===== config.mk =====
export PLATFORM = sky130hd
export DESIGN_NAME = ccm_stream_loader
export DESIGN_NICKNAME = d
export VERILOG_FILES = /design/src/rtl/ccm_stream_loader_pkg.sv /design/src/rtl/ccm_stream_loader_packer.sv /design/src/rtl/ccm_stream_loader.sv
export SDC_FILE = /design/constraint.sdc
export NUM_CORES = 1
export LEC_CHECK = 0
export BUFFER_PORTS_ARGS = -buffer_cell sky130_fd_sc_hd__buf_4
export CORE_MARGIN = 2
export CORE_UTILIZATION = 55
export CTS_CLUSTER_DIAMETER = 30
export CTS_CLUSTER_SIZE = 30
export DETAILED_ROUTE_END_ITERATION = 6
export PLACE_DENSITY_LB_ADDON = 0.2
export SLEW_MARGIN = 20
export SYNTH_ARGS = -nofsm -noshare
export SYNTH_HDL_FRONTEND = slang
export SYNTH_SLANG_ARGS = --single-unit

===== constraint.sdc =====
create_clock -name clk -period 5.1 [get_ports clk]
set_clock_uncertainty 0.05 [all_clocks]
set_input_delay 0.765 -clock clk [delete_from_list [all_inputs] [get_ports clk]]
set_output_delay 0.765 -clock clk [all_outputs]
set_load 0.03 [all_outputs]

===== src/rtl/ccm_stream_loader_pkg.sv =====
// rtl/ccm_stream_loader_pkg.sv - shared types and constants for the CCM stream loader
package ccm_stream_loader_pkg;

  localparam int XLEN = 32;
  localparam logic [7:0] LOADER_MAGIC = 8'hA5;

  typedef enum logic [2:0] {
    IDLE,
    ADDR,
    CNT,
    DATA,
    CSUM,
    DONE,
    ERR
  } loader_state_e;

  typedef enum logic [1:0] {
    ERR_CSUM    = 2'd0,
    ERR_RANGE   = 2'd1,
    ERR_ZERO    = 2'd2,
    ERR_TIMEOUT = 2'd3
  } loader_err_e;

endpackage


===== src/rtl/ccm_stream_loader_packer.sv =====
// rtl/ccm_stream_loader_packer.sv - little-endian byte to 32-bit word packer
module byte_to_word_packer (
  input  logic        clk,
  input  logic        rst_n,
  input  logic        clear,
  input  logic        in_valid,
  input  logic [7:0]  in_byte,
  output logic        word_valid,
  output logic [31:0] word
);

  logic [1:0]  idx;
  logic [23:0] sr;

  // The fourth byte completes the word combinationally; the loader registers it.
  assign word_valid = in_valid && (idx == 2'd3);
  assign word       = {in_byte, sr};

  always_ff @(posedge clk) begin
    if (!rst_n || clear) begin
      idx <= 2'd0;
      sr  <= 24'd0;
    end else if (in_valid) begin
      idx <= idx + 2'd1;
      sr  <= {in_byte, sr[23:8]};
    end
  end

endmodule


===== src/rtl/ccm_stream_loader.sv =====
// rtl/ccm_stream_loader.sv - framed byte stream to CCM word write port loader
module ccm_stream_loader
  import ccm_stream_loader_pkg::*;
#(
  parameter int         MEM_DEPTH = 1024,
  parameter logic [7:0] MAGIC     = LOADER_MAGIC,
  parameter int         TIMEOUT   = 4096
) (
  input  logic            clk,
  input  logic            rst_n,
  input  logic [7:0]      s_data,
  input  logic            s_valid,
  output logic            s_ready,
  input  logic            clear,
  output logic [XLEN-1:0] mem_waddr,
  output logic            mem_wen,
  output logic [XLEN-1:0] mem_wdata,
  output logic            core_hold,
  output logic            load_done,
  output logic            load_err,
  output logic [1:0]      err_code
);

  localparam int TW = $clog2(TIMEOUT + 1);
  localparam logic [XLEN:0] MEM_BYTES = {MEM_DEPTH[XLEN-2:0], 2'b00};

  loader_state_e   state, state_n;
  loader_err_e     err_q, err_n;
  logic            set_err;
  logic [XLEN-1:0] addr, waddr_q, wdata_q, word;
  logic [15:0]     words_left, cnt_n;
  logic [7:0]      n_lo, csum;
  logic [1:0]      hdr_idx;
  logic [TW-1:0]   tmo_cnt;
  logic            wen_q, accept, active, fire, range_bad, pk_valid, word_valid;

  assign accept    = s_valid && s_ready;
  assign active    = state inside {ADDR, CNT, DATA, CSUM};
  assign fire      = active && (tmo_cnt == TW'(TIMEOUT - 1));
  assign cnt_n     = {s_data, n_lo};
  // Bound computed one bit wider than XLEN so a high base address cannot wrap past the check.
  assign range_bad = (addr[1:0] != 2'b00) ||
                     (({1'b0, addr} + {{(XLEN-17){1'b0}}, cnt_n, 2'b00}) > MEM_BYTES);
  assign pk_valid  = accept && (state == DATA) && !fire;

  // A write pending when reset asserts is suppressed immediately.
  assign mem_wen   = wen_q && rst_n;
  assign mem_waddr = waddr_q;
  assign mem_wdata = wdata_q;
  assign err_code  = err_q;

  byte_to_word_packer u_packer (
    .clk        (clk),
    .rst_n      (rst_n),
    .clear      (state != DATA),
    .in_valid   (pk_valid),
    .in_byte    (s_data),
    .word_valid (word_valid),
    .word       (word)
  );

  always_comb begin
    state_n   = state;
    err_n     = ERR_CSUM;
    set_err   = 1'b0;
    s_ready   = !(state inside {DONE, ERR});
    core_hold = (state != DONE);
    load_done = (state == DONE);
    load_err  = (state == ERR);
    if (fire) begin
      state_n = ERR;
      err_n   = ERR_TIMEOUT;
      set_err = 1'b1;
    end else begin
      case (state)
        IDLE: if (accept && s_data == MAGIC) state_n = ADDR;
        ADDR: if (accept && hdr_idx == 2'd3) state_n = CNT;
        CNT: begin
          if (accept && hdr_idx[0]) begin
            if (cnt_n == 16'd0) begin
              state_n = ERR;
              err_n   = ERR_ZERO;
              set_err = 1'b1;
            end else if (range_bad) begin
              state_n = ERR;
              err_n   = ERR_RANGE;
              set_err = 1'b1;
            end else begin
              state_n = DATA;
            end
          end
        end
        DATA: if (word_valid && words_left == 16'd1) state_n = CSUM;
        CSUM: begin
          if (accept) begin
            if (s_data == csum) begin
              state_n = DONE;
            end else begin
              state_n = ERR;
              err_n   = ERR_CSUM;
              set_err = 1'b1;
            end
          end
        end
        DONE, ERR: if (clear) state_n = IDLE;
        default: state_n = IDLE;
      endcase
    end
  end

  always_ff @(posedge clk) begin
    if (!rst_n) begin
      state      <= IDLE;
      err_q      <= ERR_CSUM;
      addr       <= '0;
      waddr_q    <= '0;
      wdata_q    <= '0;
      wen_q      <= 1'b0;
      words_left <= 16'd0;
      n_lo       <= 8'd0;
      csum       <= 8'd0;
      hdr_idx    <= 2'd0;
      tmo_cnt    <= '0;
    end else begin
      state   <= state_n;
      wen_q   <= word_valid;
      tmo_cnt <= (active && !accept && !fire) ? tmo_cnt + 1'b1 : '0;
      if (set_err) err_q <= err_n;
      else if (clear && (state inside {DONE, ERR})) err_q <= ERR_CSUM;
      if (!fire) begin
        case (state)
          IDLE: begin
            if (accept && s_data == MAGIC) begin
              hdr_idx <= 2'd0;
              csum    <= 8'd0;
            end
          end
          ADDR: begin
            if (accept) begin
              addr    <= {s_data, addr[XLEN-1:8]};
              hdr_idx <= hdr_idx + 2'd1;
            end
          end
          CNT: begin
            if (accept) begin
              n_lo    <= s_data;
              hdr_idx <= hdr_idx + 2'd1;
              if (hdr_idx[0]) words_left <= cnt_n;
            end
          end
          DATA: begin
            if (pk_valid) begin
              csum <= csum ^ s_data;
              if (word_valid) begin
                waddr_q    <= addr;
                wdata_q    <= word;
                addr       <= addr + 32'd4;
                words_left <= words_left - 16'd1;
              end
            end
          end
          default: ;
        endcase
      end
    end
  end

endmodule


==> out/metrics.yaml <==
insertion_delay_ns: 0.45
status: "complete, no violations"
comb_power_share: 0.145
regArea_sq_um: 3500
grt_pass1_vias: 8172
report.final.slew_viol_count: 0
path_class: "reg2reg"
crit_path_start: "addr[2]$_SDFFE_PN0P_"
p_sw_mw: 1.05
max-slew-margin-rel: 0.338
swShare: 0.315
cap_violations: 0
synth_fp_nets: 1276
antenna_found_initial: 1
track_usage: 0.319
end_kind: "flop"
drc: 0
overflow: 0
nets: 1290
cts_hold_buf: 0
ys_async_sr_fraction: 0
diodes: 0
placed_cells: 1456
fp.dieW_um: 133
die_area_sq_um: 17800
min_period_over_period: 0.691
wire_per_inst_um: 19.2
final-hold-violation-count: 0
hpwlAfterDp_um: 19800
synth_seq_cells: 175
cts_resized: 0
synth_edf_count: 0
die_height_um: 133
cts_root_buf: "clkbuf_16"
grt_pass1_wl_um: 44500
rrSetupSlack_ns: 1.58
drt_iter0_drc: 850
num_vias: 9226
cts_setup_buffers: 0
multi_input_area_sq_um: 5260
ant_nets: 0
whs_ns: 0.404
grt_max_degree: 89
clkPwrFrac: 0.405
cts_tree: "built"
synthFlopType: "dfxtp_1"
rsz0062_at_grt: "no"
syn_area_sq_um: 9220
numCtsBuffers: 17
worst-slew-pin-transition_ns: 0.991
clock_sinks: 175
clock_path_buffers: 2
fin_crit_ns: 3.52
synthTopCellsByArea: "dfxtp_1 (38%), nand2_1 (8.2%), a21oi_1 (7.8%)"
avgSynthCellArea_sq_um: 7.43
whs_endpoint: "mem_wdata[7]$_SDFFE_PN0P_"
fin_setup_tns_ns: 0
routabilityCongestion: 0.981
htreeDepth: 4
hp-class: "reg2reg"
io-pin-count: 83
rows: 47
reg2reg_depth: 12
seqPwrFrac: 0.450
finalPower_mw: 3.35
yosysWarningCount: 0
ir_drop_uv: 235
clock.fmax_ghz: 0.284
min_path_cells: 2
min-delay-start: "u_packer.sr[7]$_SDFFE_PP0P_"
leakagePower_nw: 3.87
cp.arrival_ns: 3.79
crit_path_start_kind: "flop"
dr.pass1.iters: 6
drive_gt1_frac: 0.121
p_per_area_nw_per_um2: 321
wl_um: 28500
intPower_mw: 2.29
critPathMaxFanout: 7
synthCells: 1241
synth_top_area_frac: 0.380
io_buffers: 82
yosysSeqAreaShare: 0.380
yosysTopAreaCell: "dfxtp_1"
finalSetupViolCount: 0
fin_cells: 1488
r2r_end: "state[2]$_SDFFE_PN0P_"
fill_cells: 1468
via_per_inst: 6.20
cp.required_ns: 5.36
synth_cell_types: 78
coreArea_sq_um: 16500
clkSlewWorstSetupHoldPaths_ns: 0.08
r2r_start: "addr[2]$_SDFFE_PN0P_"
start_util: 0.560
area_growth_pct: 13.2
## Yosys cell counts, drive strengths merged (3+ instances only)
cell type    n
nor4        11
and4         5
nand2b       5
and2        16
a311oi       3
a31oi       19
a21oi      143
nand3       37
and3        20
nor3        18
or2          4
o2111ai      3
xnor2       11
nand3b       9
buf         23
a21o        10
clkbuf      72
nand4       13
inv         25
a22o         3
nand2      201
or3          7
o221a        6
a22oi       16
a2111oi      3
ha          22
a21boi       4
nor3b        4
o22ai       30
nor2       167
xor2        15
mux2i       12
o31ai       10
o21ai       71
o21a         3
a211oi       8
o211ai       5
dfxtp      175
## flip-flops by register name, indices dropped and copies added, names as in the netlist
signal,flops
words_left,16
wen_q,1
tmo_cnt,13
mem_wdata,32
err_code,2
addr,32
state,3
mem_waddr,32
n_lo,8
u_packer.sr,24
hdr_idx,2
csum,8
u_packer.idx,2
## worst max path at each step
| stage | slack, ns | depth (start not counted) | endpoint |
|---|---|---|---|
| after floorplan | 1.91 | 11 | state[2]$_SDFFE_PN0P_ |
| after global placement | 1.52 | 12 | state[0]$_SDFFE_PP0P_ |
| after detailed placement | 1.48 | 12 | state[0]$_SDFFE_PP0P_ |
| after CTS | 1.62 | 12 | state[2]$_SDFFE_PN0P_ |
| after global routing | 1.30 | 9 | mem_waddr[0]$_SDFFE_PN0P_ |
| final | 1.58 | 12 | state[2]$_SDFFE_PN0P_ |
## routing by layer
layer  share of wire  up-vias  global-route usage  wire length [um]
met3           0.077       79              0.0632              2210
met4           0.043        0               0.154              1220
met2            0.45      418               0.494             12900
met5               0        -                   0                 0
met1            0.43     4325               0.426             12300
li1                -     4404                   -                 -
## through the flow
step / utilization / area [sq um] / worst slack, ns
floorplan: - / 9220 / 1.91
global placement: 0.596 / 9810 / 1.52
detailed placement: 0.596 / 9810 / 1.48
CTS: 0.634 / 10400 / 1.62
global route: 0.634 / 10400 / 1.30
finish: 0.634 / 10400 / 1.58
## power groups by stage
stage | clock network [mW] | logic, mW | registers, mW
finish | 1.36 | 0.484 | 1.51
CTS | 1.37 | 0.474 | 1.50
detailed placement | 0 | 0.469 | 1.53
global route | 1.43 | 0.535 | 1.51
global placement | 0 | 0.467 | 1.53
floorplan | 0 | 0.410 | 1.46
## cell type report
type / count / share of cell area
clock buffers: 17 / 0.0407
clock inverters: 15 / 0.0195
inverters: 25 / 0.00911
multi-input cells: 946 / 0.504
flip-flops and latches: 175 / 0.336
well taps: 220 / 0.0264
repair buffers: 90 / 0.0647
## critical path, cell delays in order, from the launching register on
cell and delay [ns]:
dfxtp_1 0.37, ha_1 0.25, fa_1 0.43, a211oi_1 0.27, o21ai_1 0.19, xor2_1 0.19, nor3_1 0.25, nand3_1 0.12
o41ai_1 0.50, and4_4 0.33, and3_4 0.20, a311o_1 0.17, a311oi_1 0.08
## placed cells by master, fill, tap and decap left out, drive strengths merged, types with 6 or more instances in the layout
| cell type | n |
|---|---|
| ha | 22 |
| nor2 | 167 |
| or3 | 7 |
| nand3 | 37 |
| o22ai | 30 |
| nor3 | 18 |
| o31ai | 10 |
| mux2i | 12 |
| a22oi | 16 |
| clkbuf | 17 |
| clkinv | 8 |
| o21ai | 71 |
| inv | 30 |
| a31oi | 19 |
| a21oi | 143 |
| and3 | 20 |
| xor2 | 15 |
| xnor2 | 11 |
| nor4 | 11 |
| a211oi | 8 |
| nand4 | 13 |
| buf | 90 |
| dfxtp | 175 |
| o221a | 6 |
| nand2 | 201 |
| nand3b | 9 |
| and2 | 16 |
| a21o | 10 |
## logic make-up after synthesis
| logic type | synth area share |
|---|---|
| simple gates | 0.258 |
| xor+xnor | 0.0247 |
| fa+ha+maj | 0.0342 |
| mux | 0.0142 |
| buf+inv | 0.0521 |
| compound gates | 0.237 |
| flops | 0.380 |
Note: power is estimated with default switching activity, not from simulation.
